===== src/rtl/basemul_acc_ctrl_fsm_if.sv =====
// Handshake/control bundle between host-side load/readout logic and the
// basemul/accumulate control FSM. The FSM sits on the slave modport.
interface basemul_acc_ctrl_fsm_if #(
  parameter int DEPTH = 8,
  parameter int KW    = 3
);
  logic             set;
  logic             start;
  logic [KW-1:0]    k_cfg;
  logic             full_in;
  logic             cal_en;
  logic             readout_done;

  logic [DEPTH-1:0] counter;
  logic [KW-1:0]    pass_idx;
  logic             iscal;
  logic             index_ab_ctrl;
  logic             index_c_ctrl;
  logic             rama_we_ok;
  logic             ramb_we_ok;
  logic             ramc_we_ok;
  logic             acc_en;
  logic             tomont_sel;
  logic             readin_ok;
  logic             cal_pulse;
  logic             done;
  logic             cfg_err;

  modport master (
    output set, start, k_cfg, full_in, cal_en, readout_done,
    input  counter, pass_idx, iscal, index_ab_ctrl, index_c_ctrl,
           rama_we_ok, ramb_we_ok, ramc_we_ok, acc_en, tomont_sel,
           readin_ok, cal_pulse, done, cfg_err
  );

  modport slave (
    input  set, start, k_cfg, full_in, cal_en, readout_done,
    output counter, pass_idx, iscal, index_ab_ctrl, index_c_ctrl,
           rama_we_ok, ramb_we_ok, ramc_we_ok, acc_en, tomont_sel,
           readin_ok, cal_pulse, done, cfg_err
  );
endinterface


===== src/rtl/basemul_acc_ctrl_fsm.sv =====
// basemul_acc_ctrl_fsm: sequences k load/compute passes of A*B into RAM C
// (pass 0 overwrites, later passes accumulate), then hands C to readout.
// Define BMACC_TOMONT_EN to add a tomont pass over C before readout.
//
// state      | meaning
// IDLE       | waiting for start
// LOAD_REQ   | one-cycle load request to host, A/B writable
// LOAD_WAIT  | host loading A/B, waiting for full_in
// ARM        | A/B frozen, waiting for cal_en
// CLR        | one-cycle clear of core index/pipeline
// COMP       | basemul pass, counter sweeps 0..LAST
// NEXT       | pass bookkeeping: next pass or finish
// TOMONT_CLR | one-cycle clear before tomont pass (optional)
// TOMONT     | tomont pass over C (optional)
// DONE       | C valid, readout owns C
module basemul_acc_ctrl_fsm #(
  parameter int DEPTH    = 8,
  parameter int PIPE_LAT = 4,
  parameter int KW       = 3,
  parameter int K_MAX    = 4
) (
  input logic                   clk,
  input logic                   reset_n,
  basemul_acc_ctrl_fsm_if.slave bus
);
  localparam logic [DEPTH-1:0] PASS_LEN = DEPTH'(1 << (DEPTH-1));
  localparam logic [DEPTH-1:0] PIPE     = DEPTH'(PIPE_LAT);
  localparam logic [DEPTH-1:0] LAST     = DEPTH'((1 << (DEPTH-1)) + PIPE_LAT - 1);
  localparam logic [KW-1:0]    KMAX     = KW'(K_MAX);
  localparam logic [KW-1:0]    ONE      = KW'(1);

  typedef enum logic [3:0] {
    IDLE, LOAD_REQ, LOAD_WAIT, ARM, CLR, COMP, NEXT, DONE
`ifdef BMACC_TOMONT_EN
    , TOMONT_CLR, TOMONT
`endif
  } state_t;

  state_t           state, state_nxt;
  logic [DEPTH-1:0] counter, counter_nxt;
  logic [KW-1:0]    pass_idx, pass_nxt, k_eff, k_eff_nxt, pass_inc, k_clamp;
  logic             cfg_err, cfg_err_nxt, k_bad, take;
  logic             c_win;

  assign k_bad    = (bus.k_cfg == '0) || (bus.k_cfg > KMAX);
  assign k_clamp  = (bus.k_cfg == '0) ? ONE : ((bus.k_cfg > KMAX) ? KMAX : bus.k_cfg);
  assign pass_inc = pass_idx + ONE;
  assign c_win    = (counter >= PIPE);

  // state/counter/pass registers; set low freezes everything
  always_ff @(posedge clk or negedge reset_n) begin
    if (!reset_n) begin
      state    <= IDLE;
      counter  <= '0;
      pass_idx <= '0;
      k_eff    <= '0;
      cfg_err  <= 1'b0;
    end else if (bus.set) begin
      state    <= state_nxt;
      counter  <= counter_nxt;
      pass_idx <= pass_nxt;
      k_eff    <= k_eff_nxt;
      cfg_err  <= cfg_err_nxt;
    end
  end

  // next-state: counter is zero everywhere except while sweeping a pass
  always_comb begin
    state_nxt   = state;
    counter_nxt = '0;
    pass_nxt    = pass_idx;
    k_eff_nxt   = k_eff;
    cfg_err_nxt = cfg_err;
    take        = 1'b0;
    case (state)
      IDLE:      if (bus.start) take = 1'b1;
      LOAD_REQ:  state_nxt = LOAD_WAIT;
      LOAD_WAIT: if (bus.full_in) state_nxt = ARM;
      ARM:       if (bus.cal_en) state_nxt = CLR;
      CLR:       state_nxt = COMP;
      COMP: begin
        if (counter == LAST) state_nxt = NEXT;
        else counter_nxt = counter + DEPTH'(1);
      end
      NEXT: begin
        if (pass_inc < k_eff) begin
          pass_nxt  = pass_inc;
          state_nxt = LOAD_REQ;
        end else begin
`ifdef BMACC_TOMONT_EN
          state_nxt = TOMONT_CLR;
`else
          state_nxt = DONE;
`endif
        end
      end
`ifdef BMACC_TOMONT_EN
      TOMONT_CLR: state_nxt = TOMONT;
      TOMONT: begin
        if (counter == LAST) state_nxt = DONE;
        else counter_nxt = counter + DEPTH'(1);
      end
`endif
      DONE: begin
        if (bus.readout_done && bus.start) take = 1'b1;
        else if (bus.readout_done) state_nxt = IDLE;
      end
      default:   state_nxt = IDLE;
    endcase
    if (take) begin
      state_nxt   = LOAD_REQ;
      pass_nxt    = '0;
      k_eff_nxt   = k_clamp;
      cfg_err_nxt = k_bad;
    end
  end

  logic readin_ok, cal_pulse, iscal, index_ab_ctrl, index_c_ctrl;
  logic rama_we_ok, ramb_we_ok, ramc_we_ok, acc_en, tomont_sel, done;

  // Moore output decode from registered state/counter/pass_idx only
  always_comb begin
    readin_ok     = 1'b0;
    cal_pulse     = 1'b0;
    iscal         = 1'b0;
    index_ab_ctrl = 1'b0;
    index_c_ctrl  = 1'b0;
    rama_we_ok    = 1'b0;
    ramb_we_ok    = 1'b0;
    ramc_we_ok    = 1'b0;
    acc_en        = 1'b0;
    tomont_sel    = 1'b0;
    done          = 1'b0;
    case (state)
      LOAD_REQ: begin
        readin_ok  = 1'b1;
        rama_we_ok = 1'b1;
        ramb_we_ok = 1'b1;
      end
      LOAD_WAIT: begin
        rama_we_ok = 1'b1;
        ramb_we_ok = 1'b1;
      end
      CLR: cal_pulse = 1'b1;
      COMP: begin
        iscal         = 1'b1;
        index_ab_ctrl = (counter < PASS_LEN);
        ramc_we_ok    = c_win;
        index_c_ctrl  = c_win;
        acc_en        = (pass_idx != '0);
      end
`ifdef BMACC_TOMONT_EN
      TOMONT_CLR: cal_pulse = 1'b1;
      TOMONT: begin
        iscal        = 1'b1;
        tomont_sel   = 1'b1;
        ramc_we_ok   = c_win;
        index_c_ctrl = c_win;
      end
`endif
      DONE: begin
        done         = 1'b1;
        index_c_ctrl = 1'b1;
        rama_we_ok   = 1'b1;
        ramb_we_ok   = 1'b1;
      end
      default: ;
    endcase
  end

  assign bus.counter       = counter;
  assign bus.pass_idx      = pass_idx;
  assign bus.cfg_err       = cfg_err;
  assign bus.readin_ok     = readin_ok;
  assign bus.cal_pulse     = cal_pulse;
  assign bus.iscal         = iscal;
  assign bus.index_ab_ctrl = index_ab_ctrl;
  assign bus.index_c_ctrl  = index_c_ctrl;
  assign bus.rama_we_ok    = rama_we_ok;
  assign bus.ramb_we_ok    = ramb_we_ok;
  assign bus.ramc_we_ok    = ramc_we_ok;
  assign bus.acc_en        = acc_en;
  assign bus.tomont_sel    = tomont_sel;
  assign bus.done          = done;
endmodule


===== src/flat_wrapper.sv =====
// flat-port wrapper written by rule: the top's interface ports become plain ports
module basemul_acc_ctrl_fsm_flat 
#(
  parameter int DEPTH    = 8,
  parameter int PIPE_LAT = 4,
  parameter int KW       = 3,
  parameter int K_MAX    = 4
)
  (clk, reset_n, bus_set, bus_start, bus_k_cfg, bus_full_in, bus_cal_en, bus_readout_done, bus_counter, bus_pass_idx, bus_iscal, bus_index_ab_ctrl, bus_index_c_ctrl, bus_rama_we_ok, bus_ramb_we_ok, bus_ramc_we_ok, bus_acc_en, bus_tomont_sel, bus_readin_ok, bus_cal_pulse, bus_done, bus_cfg_err);
  basemul_acc_ctrl_fsm_if #(.DEPTH(DEPTH), .KW(KW)) bus_i ();
  input logic clk;
  input logic reset_n;
  input wire logic [$bits(bus_i.set)-1:0] bus_set;
  input wire logic [$bits(bus_i.start)-1:0] bus_start;
  input wire logic [$bits(bus_i.k_cfg)-1:0] bus_k_cfg;
  input wire logic [$bits(bus_i.full_in)-1:0] bus_full_in;
  input wire logic [$bits(bus_i.cal_en)-1:0] bus_cal_en;
  input wire logic [$bits(bus_i.readout_done)-1:0] bus_readout_done;
  output wire logic [$bits(bus_i.counter)-1:0] bus_counter;
  output wire logic [$bits(bus_i.pass_idx)-1:0] bus_pass_idx;
  output wire logic [$bits(bus_i.iscal)-1:0] bus_iscal;
  output wire logic [$bits(bus_i.index_ab_ctrl)-1:0] bus_index_ab_ctrl;
  output wire logic [$bits(bus_i.index_c_ctrl)-1:0] bus_index_c_ctrl;
  output wire logic [$bits(bus_i.rama_we_ok)-1:0] bus_rama_we_ok;
  output wire logic [$bits(bus_i.ramb_we_ok)-1:0] bus_ramb_we_ok;
  output wire logic [$bits(bus_i.ramc_we_ok)-1:0] bus_ramc_we_ok;
  output wire logic [$bits(bus_i.acc_en)-1:0] bus_acc_en;
  output wire logic [$bits(bus_i.tomont_sel)-1:0] bus_tomont_sel;
  output wire logic [$bits(bus_i.readin_ok)-1:0] bus_readin_ok;
  output wire logic [$bits(bus_i.cal_pulse)-1:0] bus_cal_pulse;
  output wire logic [$bits(bus_i.done)-1:0] bus_done;
  output wire logic [$bits(bus_i.cfg_err)-1:0] bus_cfg_err;
  assign bus_i.set = bus_set;
  assign bus_i.start = bus_start;
  assign bus_i.k_cfg = bus_k_cfg;
  assign bus_i.full_in = bus_full_in;
  assign bus_i.cal_en = bus_cal_en;
  assign bus_i.readout_done = bus_readout_done;
  assign bus_counter = bus_i.counter;
  assign bus_pass_idx = bus_i.pass_idx;
  assign bus_iscal = bus_i.iscal;
  assign bus_index_ab_ctrl = bus_i.index_ab_ctrl;
  assign bus_index_c_ctrl = bus_i.index_c_ctrl;
  assign bus_rama_we_ok = bus_i.rama_we_ok;
  assign bus_ramb_we_ok = bus_i.ramb_we_ok;
  assign bus_ramc_we_ok = bus_i.ramc_we_ok;
  assign bus_acc_en = bus_i.acc_en;
  assign bus_tomont_sel = bus_i.tomont_sel;
  assign bus_readin_ok = bus_i.readin_ok;
  assign bus_cal_pulse = bus_i.cal_pulse;
  assign bus_done = bus_i.done;
  assign bus_cfg_err = bus_i.cfg_err;
  basemul_acc_ctrl_fsm #(.DEPTH(DEPTH), .PIPE_LAT(PIPE_LAT), .KW(KW), .K_MAX(K_MAX)) u_core (.clk(clk), .reset_n(reset_n), .bus(bus_i));
endmodule

===== config.mk =====
export PLATFORM = sky130hd
export DESIGN_NAME = basemul_acc_ctrl_fsm_flat
export DESIGN_NICKNAME = d
export VERILOG_FILES = /design/src/rtl/basemul_acc_ctrl_fsm_if.sv /design/src/rtl/basemul_acc_ctrl_fsm.sv /design/src/flat_wrapper.sv
export SDC_FILE = /design/constraint.sdc
export NUM_CORES = 1
export LEC_CHECK = 0
export BUFFER_PORTS_ARGS = -buffer_cell sky130_fd_sc_hd__buf_2
export CELL_PAD_IN_SITES_DETAIL_PLACEMENT = 1
export CELL_PAD_IN_SITES_GLOBAL_PLACEMENT = 2
export CORE_ASPECT_RATIO = 1.75
export CORE_MARGIN = 2
export CORE_UTILIZATION = 28
export DETAILED_ROUTE_END_ITERATION = 8
export GPL_TIMING_DRIVEN = 0
export PLACE_DENSITY = 0.85
export SYNTH_ARGS = -nofsm -noshare
export SYNTH_HDL_FRONTEND = slang
export SYNTH_SLANG_ARGS = --single-unit

===== constraint.sdc =====
create_clock -name clk -period 2.11 [get_ports clk]
set_input_delay 0.5275 -clock clk [delete_from_list [all_inputs] [get_ports clk]]
set_output_delay 0.5275 -clock clk [all_outputs]
set_load 0.01 [all_outputs]

Word-level counts from Yosys, hierarchy flattened
Index checks and enable logic that the tools add are counted.

Register bits: 19. Input bits: 10. Output and inout port bits: 23. Word-level logic and storage cells: 63.

Add/subtract/negate cells: 2. $lt $le $gt $ge: 4. Eq/ne operators: 14. Mux-type cells: 27. Reduce and logical (&&, ||, !) cells: 11.

Operators by type and width (count): one-hot mux 4 bit (8 select lines) (1); two-way mux 4 bit (6); two-way mux 3 bit (6); == test 4 x 3 -> 1 bit, second input constant (4); two-way mux 8 bit (2); != test 3 x 2 -> 1 bit, second input constant (4); two-way mux 1 bit (10); adder 8 x 1 -> 8 bit, second input constant (1); == test 4 x 2 -> 1 bit, second input constant (2); == test 8 bit, second input constant (1); greater-or-equal comparator 8 x 3 -> 1 bit, second input constant (1); < comparator 8 bit, second input constant (1); AND reduction 7 bit (1); == test 4 x 1 -> 1 bit, second input constant (1); zero test 4 bit (1); one-hot mux 1 bit (2 select lines) (2); nonzero test 2 bit (2); adder 3 x 1 -> 3 bit, second input constant (1); greater-than comparator 3 bit, second input constant (1); zero test 3 bit (1); < comparator 3 bit (1); != test 3 x 1 -> 1 bit, second input constant (1); AND reduction 3 bit (1); nonzero test 3 bit (1); 5 further kinds (5).

Longest topological paths before layout
Gate-level depths: netlist of the first run.

Word-level depth: 5. Mapped depth: 7. Gate-level depth less buffers: 7.

Worst setup path after synthesis of the first run
No wires, ideal clock.

Path type: reg-to-reg. From: reg u_core.pass_idx[0], in the netlist u_core.bus.pass_idx[0]. To: reg u_core.pass_idx[2], in the netlist u_core.bus.pass_idx[2]. Setup time: 0.125 ns. Arrival: 1.949 ns. Data required time: 1.985 ns. Setup slack: 0.036 ns. Stages on the path, launching flop included: 8. Buffers on the path: 0. Period minus slack after synthesis: 2.074 ns. Path through: dfrtp_1 > inv_1 > ha_1 > ha_1 > a21bo_1 > a21oi_1 > nor3_2 > mux2_2.

Longest elaborated chain between the ends: 4. Elaborated cells between the ends (all ways): 7. Classes of those cells: add/sub (1); order compare (1); mux (3); reduce/logical (2).

RTL lines: from (decl) (line basemul_acc_ctrl_fsm.sv:41) `logic [KW-1:0] pass_idx, pass_nxt, k_eff, k_eff_nxt, pass_inc, k_clamp;`; from (signal assigned) (line basemul_acc_ctrl_fsm.sv:61) `pass_idx <= pass_nxt;`; adder 3 x 1 -> 3 bit * (line basemul_acc_ctrl_fsm.sv:47) `assign pass_inc = pass_idx + ONE;`; < comparator 3 bit / two-way mux 3 bit (equally long branches) (line basemul_acc_ctrl_fsm.sv:86) `if (pass_inc < k_eff) begin`; nonzero test 2 bit (no source line) / two-way mux 3 bit (equally long branches); AND reduction 3 bit (no source line) / two-way mux 3 bit (equally long branches).

Every way passes the cells marked *; elsewhere a longest branch is shown, timed or not. The select of a mux whose other input is x is not followed. A chain may end at the register's enable or synchronous reset.

Final worst setup path of the first run
From: reg u_core.state[0]. To: out bus_ramb_we_ok.

Longest elaborated chain between the ends: 3. Elaborated cells between the ends (all ways): 5. Classes of those cells: eq/ne (3); mux (1); reduce/logical (1).

RTL lines: from (decl) (line basemul_acc_ctrl_fsm.sv:39) `state_t state, state_nxt;`; from (signal assigned) (line basemul_acc_ctrl_fsm.sv:59) `state <= state_nxt;`; == test 4 x 1 -> 1 bit, or another cell as far along (line basemul_acc_ctrl_fsm.sv:134) `case (state)`; OR reduction 3 bit (no source line) *; two-way mux 1 bit * (line basemul_acc_ctrl_fsm.sv:134); to (decl) (line flat_wrapper.sv:25) `output wire logic [$bits(bus_i.ramb_we_ok)-1:0] bus_ramb_we_ok;`.

Every way passes the cells marked *; elsewhere a longest branch is shown, timed or not.

==> results.sh, run 1 <==
export IMPL_drv_slew=0
export IMPL_ys_warnings_count=0
export IMPL_p_int_mw=1.12
export IMPL_crit_path_end_kind="primary output"
export IMPL_wirelength_um=3210
export IMPL_crit_buf_inv=3
export IMPL_start_kind="register"
export IMPL_avgSynthCellArea_um2=9.03
export IMPL_yosys_top_cells_count="18 x dfrtp_1, 18 x nor2_1, 13 x inv_1, 13 x nand2_1"
export IMPL_path_max_fanout=10
export IMPL_use_met3=0.0144
export IMPL_die_w_um=55.0
export IMPL_path_class="reg2out"
export IMPL_critPathTopFamily="flip-flops"
export IMPL_vias=1105
export IMPL_grt_total_usage=0.137
export IMPL_hpwlAfterDp_um=2610
export IMPL_switchingPower_uw=855
export IMPL_cts_root_buffer="clkbuf_8"
export IMPL_irDropWorstVdd_uv=594
export IMPL_gr_total_overflow=0
export IMPL_viasPerCell=4.87
export IMPL_crit_required_ns=1.58
export IMPL_design_area_um2=1560
export IMPL_diodes=0
export IMPL_synth_area_um2=1270
export IMPL_skew_ns=0.00144
export IMPL_place_inst=223
export IMPL_cellLeakagePower_nw=0.820
export IMPL_cts_sinks=18
export IMPL_synth_flop_cell="dfrtp_1"
export IMPL_first_global_vias=1159
export IMPL_synth_area_leaders="dfrtp_1 35%, ha_1 7.9%, xor2_1 5.5%"
export IMPL_synth_top_area_frac=0.354
export IMPL_hold_violations=0
export IMPL_min_period_ns=2.01
export IMPL_cap_violations=0
export IMPL_wl_per_cell_um=14.2
export IMPL_r2r_end="u_core.bus.pass_idx[2]"
export IMPL_placed_area_um2=1490
export IMPL_gp_congestion=0.786
export IMPL_rr_worst_depth=7
export IMPL_drc=0
export IMPL_run_status="complete, no violations"
export IMPL_rsz0062_at_grt="false"
export IMPL_ys_seq_area_frac=0.354
export IMPL_die_area_um2=5130
export IMPL_total_power_mw=1.97
export IMPL_final_util=0.355
export IMPL_htreeDepth=1
export IMPL_final_nets=195
export IMPL_met1_usage=0.160
export IMPL_crit_chain="buf_6 -> and3_1 -> a21o_1 -> buf_4 -> buf_2"
export IMPL_postCtsHoldBufs=0
export IMPL_dr_pass1_iters=4
export IMPL_r2r_setup_slack_ns=0.10
export IMPL_critical_path_slowest_cell="dfrtp_1"
export IMPL_clk_latency_ns=0.25
export IMPL_rows=32
export IMPL_ios=33
export IMPL_grt_pass1_wl_um=5260
export IMPL_drive_above_1_share=0.307
export IMPL_worst_hold_slack_ns=0.204
export IMPL_io_buffers=31
export IMPL_fin_cells=227
export IMPL_max_clock_freq_ghz=0.498
export IMPL_path_clk_slew_ns=0.07
export IMPL_grt_max_degree=19
export IMPL_syn2layout_area_growth_pct=22.6
export IMPL_gr_usage_met2=0.244
export IMPL_hp_class="in2async"
export IMPL_p_comb_frac=0.575
export IMPL_grt_antenna_before_repair=0
export IMPL_clk_path_buf_depth=2
export IMPL_drt_iter0_drc=8
export IMPL_synth_fp_nets=159
export IMPL_numCtsBuffers=3
export IMPL_setup_viol=0
export IMPL_synth_distinct_cells=41
export IMPL_p_per_area_nw_per_um2=1260
export IMPL_swShare=0.434
export IMPL_core_um2=4400
export IMPL_synthArstFlopShare=1.00
export IMPL_start_util=0.289
export IMPL_sequentialPowerShare=0.283
export IMPL_synth_edff_count=0
export IMPL_yosys_register_bits=18
export IMPL_grt_busiest_layer="met2"
export IMPL_ant_nets=0
export IMPL_die_y_um=93.2
export IMPL_max_stage_delay_ns=0.45
export IMPL_crit_arrival_ns=1.48
export IMPL_synth_largest_area_cell="dfrtp_1"
export IMPL_final_period_utilization=0.952
export IMPL_rr_startpoint="u_core.bus.pass_idx[0]"
export IMPL_clkPwrFrac=0.142
export IMPL_syn_instance_count=141
export IMPL_cts_tree="yes"
## power by group through the flow
| stage | clock (mW) | combinational (mW) | sequential, mW |
|---|---|---|---|
| detailed placement | 0 | 1.14 | 0.567 |
| global placement | 0 | 1.08 | 0.556 |
| global route | 0.319 | 1.27 | 0.577 |
| CTS | 0.296 | 1.14 | 0.560 |
| finish | 0.280 | 1.13 | 0.558 |
| floorplan | 0 | 0.781 | 0.562 |
## cell type report
type	instances	area (um2)
fillers	549	2840
inverters	14	52.6
repair buffers	32	163
plain buffers	8	72.6
well taps	51	63.8
clock buffers	4	55.1
multi-input cells	100	704
flip-flops and latches	18	450
## metal layers
| layer | vias up | share of wire |
|---|---|---|
| met3 | 4 | 0.022 |
| met4 | 0 | 0.011 |
| met5 | - | 0 |
| met2 | 19 | 0.57 |
| met1 | 533 | 0.40 |
| li1 | 549 | - |
## cells in the final DEF (no fill, tap or decap), types with 2 or more instances in the layout
cell	synthesis	routed
buf_4	3	4
o211ai_1	5	5
clkbuf_8	0	4
a32o_1	2	2
nand4_1	2	2
xor2_1	8	8
inv_1	13	13
buf_6	4	4
and4_1	2	2
nor2_1	18	18
nand2_1	13	13
mux2i_1	3	3
ha_1	8	8
nand3_1	6	6
a32oi_1	2	2
dfrtp_1	18	18
a21oi_1	4	3
buf_2	1	32
and3_1	3	3
o21ai_1	3	3
## kinds of logic (layout without fill, tap and decap cells)
logic type               after synthesis  count (layout)  share of synthesized area
other                                  1               1                    0.00294
multiplexers                           4               4                     0.0324
buffers and inverters                 23              58                      0.101
AO/OA/AOI/OAI                         26              26                      0.161
AND/OR/NAND/NOR                       52              52                      0.208
adder cells (fa/ha/maj)                8               8                     0.0786
flip-flops                            18              18                      0.354
XOR/XNOR                               9               9                     0.0619
## flip-flops by register name, summed over array words and instances, names as in the netlist
name and count:
u_core.k_eff 3, u_core.state 3, u_core.bus.pass_idx 3, u_core.bus.cfg_err 1, u_core.bus.counter 8
## how the worst max path moves through the flow
stage                                 startpoint                      to  slack, ns  cells past startpoint
after global routing       u_core.bus.counter[5]        bus_index_c_ctrl      0.006                      4
after floorplan           u_core.bus.pass_idx[0]  u_core.bus.pass_idx[2]       0.04                      7
after CTS                 u_core.bus.pass_idx[0]  u_core.bus.pass_idx[2]       0.01                      7
after global placement    u_core.bus.pass_idx[0]  u_core.bus.pass_idx[2]      -0.04                      7
after detailed placement  u_core.bus.pass_idx[0]  u_core.bus.pass_idx[2]      -0.15                      7
final                            u_core.state[0]          bus_ramb_we_ok       0.10                      5
## repair_timing
action                     4_1_cts  5_1_grt
buffers inserted                 1        0
hold endpoints to repair         0        0
setup endpoints to repair        3        4
gates resized for setup          0        2
pin swaps                        1        0
## metrics by stage
step	setup TNS [ns]	setup slack (ns)
2_1_floorplan	0	0.0361
3_3_place_gp	-0.0426	-0.0426
3_5_place_dp	-0.146	-0.146
4_1_cts	0	0.0118
5_1_grt	0	0.00622
6_report	0	0.101
Note: power is estimated with default switching activity, not from simulation.
==> inputs of run 2 (changes only) <==
- CORE_ASPECT_RATIO: 1.75 -> default
==> run 2 against run 1 <==
Net effect:
- wire length decreased by 1.8%
- final area grew 0.24%
- sequential share of layout area increased by 0.091 points
- core utilization grew 0.49 points
- global-route usage shrank 0.17 points
- critical path depth shrank 1
- non-clock buffer count did not move
- critical path type unchanged
==> results.sh, run 2 (synthesis gave the netlist of run 1 again) <==
export IMPL_cts_tree="yes"
export IMPL_path_clk_slew_ns=0.07
export IMPL_drc=0
export IMPL_gr_total_overflow=0
export IMPL_path_class="reg2out"
export IMPL_ant_nets=0
export IMPL_drive_above_1_share=0.318
export IMPL_final_util=0.359
export IMPL_die_w_um=71.4
export IMPL_rows=24
export IMPL_grt_antenna_before_repair=0
export IMPL_grt_total_usage=0.136
export IMPL_final_common_cell="buf_2"
export IMPL_rsz0062_at_grt="true"
export IMPL_critPathLaunch="u_core.bus.counter[5]"
export IMPL_fillers=535
export IMPL_setup_viol=0
export IMPL_ios=33
export IMPL_dr_pass1_iters=4
export IMPL_r2r_end="u_core.bus.pass_idx[2]"
export IMPL_syn2layout_area_growth_pct=22.9
export IMPL_drt_iter0_drc=20
export IMPL_irDropWorstVdd_uv=389
export IMPL_placed_area_um2=1490
export IMPL_rr_startpoint="u_core.bus.pass_idx[0]"
export IMPL_r2r_setup_slack_ns=0.12
export IMPL_grt_pass1_wl_um=5620
export IMPL_final_period_utilization=0.954
export IMPL_skew_ns=0.00381
export IMPL_hold_violations=0
export IMPL_design_area_um2=1570
export IMPL_tns_ns=0
export IMPL_cts_sinks=18
export IMPL_min_period_ns=2.01
export IMPL_clk_latency_ns=0.26
export IMPL_numCtsBuffers=3
export IMPL_rr_worst_depth=7
export IMPL_largest_reg_flops=8
export IMPL_final_cell_mix="32 x buf_2, 18 x nor2_1, 16 x dfrtp_1, 13 x inv_1, 13 x nand2_1"
export IMPL_cts_root_buffer="clkbuf_8"
export IMPL_io_buffers=31
export IMPL_vias=1112
export IMPL_crit_path_end="bus_index_c_ctrl"
export IMPL_die_area_um2=5100
export IMPL_cellLeakagePower_nw=0.817
export IMPL_run_status="complete, no violations"
export IMPL_clk_path_buf_depth=2
export IMPL_first_global_vias=1225
export IMPL_worst_hold_slack_ns=0.198
export IMPL_diodes=0
export IMPL_wl_per_cell_um=13.8
export IMPL_hp_class="in2async"
export IMPL_start_kind="register"
export IMPL_p_per_area_nw_per_um2=1260
export IMPL_crit_required_ns=1.58
export IMPL_final_nets=195
export IMPL_top_register="u_core.bus.counter"
export IMPL_max_clock_freq_ghz=0.497
export IMPL_drv_slew=0
export IMPL_start_util=0.293
export IMPL_crit_path_end_kind="primary output"
export IMPL_die_y_um=71.4
export IMPL_multi_input_area_um2=704
export IMPL_regArea_um2=453
export IMPL_viasPerCell=4.88
export IMPL_wirelength_um=3160
export IMPL_htreeDepth=1
export IMPL_crit_arrival_ns=1.49
export IMPL_hpwlAfterDp_um=2510
export IMPL_gp_congestion=0.765
export IMPL_cap_violations=0
export IMPL_core_um2=4350
export IMPL_path_max_fanout=5
export IMPL_grt_max_degree=19
## run 2: cell counts in the layout (fill, tap and decap cells not counted)
No cell type changed its count.
## run 2: metal layers
layer  share of wire  GRT usage
met1            0.45      0.173
met2            0.51      0.239
met3           0.036     0.0239
met4          0.0082     0.0314
met5               0          0
## run 2: where the power goes
group,internal (mW),switching (mW),leakage [nW],total [mW]
Combinational,0.499,0.629,0.557,1.13
Clock,0.166,0.123,0.0288,0.289
Sequential,0.450,0.112,0.231,0.562
## run 2: worst min-delay path by stage
stage | endpoint | slack, ns | cells past startpoint
floorplan | u_core.bus.cfg_err | 0.23 | 0
global placement | u_core.bus.cfg_err | 0.47 | 2
detailed placement | u_core.bus.cfg_err | 0.48 | 2
CTS | u_core.state[1] | 0.21 | 1
global route | u_core.state[1] | 0.23 | 1
finish | u_core.state[1] | 0.20 | 1
## run 2: cell type report
| cell class | count | share of cell area |
|---|---|---|
| buffer | 8 | 0.0464 |
| clock buffer | 4 | 0.0352 |
| multi-input combinational | 100 | 0.450 |
| timing repair buffer | 32 | 0.104 |
| sequential | 18 | 0.289 |
| inverter | 14 | 0.0336 |
| tap | 52 | 0.0416 |
## run 2: worst max-delay path, stage by stage (launching register included)
cell     delay, ns
dfrtp_2       0.45
nor3_4        0.22
nand2_1       0.10
o311a_1       0.31
buf_2         0.14
## run 2: repair_timing
| action | CTS | global route |
|---|---|---|
| gates resized for setup | 1 | 3 |
| endpoints found under the setup margin | 4 | 4 |
| buffers inserted | 1 | 0 |
| pin swaps | 1 | 0 |
| hold buffers | 0 | 0 |
| gates cloned | 0 | 0 |
## run 2: metrics by stage
step	instances	total power, mW	worst slack, ns
2_1_floorplan	141	1.34	0.0361
3_3_place_gp	224	1.65	-0.0673
3_5_place_dp	224	1.70	-0.156
4_1_cts	228	2.01	0.0257
5_1_grt	228	2.17	-0.00536
6_report	228	1.98	0.0972
==> inputs of run 3 (changes only) <==
- CORE_ASPECT_RATIO: default -> 0.8
- CORE_UTILIZATION: 28 -> 33
- PLACE_DENSITY: 0.85 -> 0.93
- clock period: 2.11 -> 2.57 ns (I/O delays scaled with it)
==> run 3 against run 2 <==
Net effect:
- global-route usage grew 1.1 points
- via count grew 0.99%
- worst hold slack gained 0.11 ns
- clock skew grew 0.0024 ns
- wire length shrank 3.1%
- sequential power shrank 19%
- sequential share of layout area grew 0.33 points
- critical path type unchanged
- critical endpoint is now bus_ramb_we_ok
- largest power group unchanged
==> results.sh, run 3 (synthesis gave the netlist of run 1 again) <==
export IMPL_p_per_area_nw_per_um2=1040
export IMPL_crit_arrival_ns=1.70
export IMPL_grt_total_usage=0.147
export IMPL_placed_area_um2=1480
export IMPL_min_period_ns=2.34
export IMPL_skew_ns=0.00626
export IMPL_vias=1123
export IMPL_path_class="reg2out"
export IMPL_rr_worst_depth=7
export IMPL_wirelength_um=3060
export IMPL_postCtsHoldBufs=0
export IMPL_start_kind="register"
export IMPL_drc=0
export IMPL_r2r_setup_slack_ns=0.35
export IMPL_crit_path_end="bus_ramb_we_ok"
export IMPL_diodes=0
export IMPL_drive_above_1_share=0.295
export IMPL_start_util=0.339
export IMPL_worst_hold_slack_ns=0.313
export IMPL_path_clk_slew_ns=0.07
export IMPL_setup_viol=0
export IMPL_crit_required_ns=1.93
export IMPL_final_period_utilization=0.910
export IMPL_top_register="u_core.bus.counter"
export IMPL_viasPerCell=5.10
export IMPL_rows=20
export IMPL_drt_iter0_drc=54
export IMPL_hpwlAfterDp_um=2350
export IMPL_die_area_um2=4380
export IMPL_routed_top_layer="met4"
export IMPL_syn2layout_area_growth_pct=20.8
export IMPL_final_common_cell="buf_2"
export IMPL_total_power_mw=1.60
export IMPL_dr_wl_met3_um=150
export IMPL_drv_slew=0
export IMPL_clk_latency_ns=0.26
export IMPL_final_util=0.410
export IMPL_regArea_um2=450
export IMPL_crit_path_end_kind="primary output"
export IMPL_gp_congestion=0.891
export IMPL_multi_input_area_um2=694
export IMPL_final_cell_mix="32 x buf_2, 18 x nor2_1, 18 x dfrtp_1, 13 x inv_1, 13 x nand2_1"
export IMPL_clk_path_buf_depth=2
export IMPL_tns_ns=0
export IMPL_numCtsBuffers=3
export IMPL_fillers=467
export IMPL_grt_pass1_wl_um=5030
export IMPL_grt_max_degree=19
export IMPL_cts_sinks=18
export IMPL_irDropWorstVdd_uv=344
export IMPL_cts_root_buffer="clkbuf_8"
export IMPL_rsz0062_at_grt="false"
export IMPL_gr_total_overflow=0
export IMPL_htreeDepth=1
export IMPL_critPathLaunch="u_core.state[1]"
export IMPL_cap_violations=0
export IMPL_design_area_um2=1540
export IMPL_largest_reg_flops=8
export IMPL_dr_wl_met2_um=1360
export IMPL_max_clock_freq_ghz=0.428
export IMPL_wl_per_cell_um=13.9
export IMPL_cts_setup_buffers=0
export IMPL_final_nets=195
export IMPL_ios=33
export IMPL_first_global_vias=1089
export IMPL_die_w_um=73.5
export IMPL_cts_tree="yes"
export IMPL_r2r_end="u_core.bus.pass_idx[2]"
export IMPL_post_cts_resized=0
export IMPL_io_buffers=31
export IMPL_grt_antenna_before_repair=0
export IMPL_hold_violations=0
export IMPL_rr_startpoint="u_core.bus.pass_idx[0]"
export IMPL_dr_pass1_iters=4
export IMPL_cellLeakagePower_nw=0.812
export IMPL_die_y_um=59.6
export IMPL_core_um2=3750
export IMPL_ant_nets=0
export IMPL_met1_length_um=1510
export IMPL_run_status="complete, no violations"
export IMPL_path_max_fanout=10
export IMPL_hp_class="in2async"
run 3: changes by cell type in the layout (fill, tap and decap cells not counted):
| cell | previous run | this run |
|---|---|---|
| a21oi_1 | 3 | 4 |
| a21oi_2 | 1 | 0 |
| buf_4 | 4 | 3 |
| clkbuf_1 | 0 | 1 |
| dfrtp_1 | 16 | 18 |
| dfrtp_2 | 2 | 0 |
| nor3_2 | 1 | 2 |
| nor3_4 | 1 | 0 |
run 3: layout make-up:
class,instances,area share
well taps,44,0.0358
flip-flops and latches,18,0.293
multi-input cells,100,0.451
inverters,14,0.0341
clock buffers,4,0.0358
repair buffers,31,0.101
plain buffers,9,0.0496
run 3: how the worst min path moves through the flow:
| stage | start | cells after the start | endpoint |
|---|---|---|---|
| after floorplan | reset_n | 0 | u_core.bus.cfg_err |
| after global placement | u_core.bus.cfg_err | 2 | u_core.bus.cfg_err |
| after detailed placement | u_core.k_eff[2] | 2 | u_core.k_eff[2] |
| after CTS | reset_n | 1 | u_core.k_eff[2] |
| after global routing | reset_n | 1 | u_core.bus.counter[3] |
| final | reset_n | 1 | u_core.k_eff[2] |
run 3: critical path, stage by stage, from the launching register on:
cell and delay (ns):
dfrtp_1 0.35, buf_6 0.13, clkbuf_1 0.38, xor2_1 0.12, a21o_1 0.21, buf_4 0.12
buf_2 0.13
run 3: where the power goes:
| part | internal (mW) | switching (mW) | total [mW] |
|---|---|---|---|
| registers | 0.368 | 0.0849 | 0.453 |
| logic | 0.400 | 0.516 | 0.916 |
| clock network | 0.136 | 0.0996 | 0.236 |
run 3: routing by layer:
| metal | vias up | GRT usage |
|---|---|---|
| li1 | 555 | - |
| met1 | 528 | 0.193 |
| met2 | 34 | 0.241 |
| met3 | 6 | 0.0357 |
| met4 | 0 | 0.0416 |
| met5 | - | 0 |
run 3: through the flow:
step / setup WS, ns / cells
2_1_floorplan: 0.496 / 141
5_1_grt: 0.123 / 220
6_report: 0.232 / 220
3_3_place_gp: 0.403 / 216
4_1_cts: 0.245 / 220
3_5_place_dp: 0.353 / 216
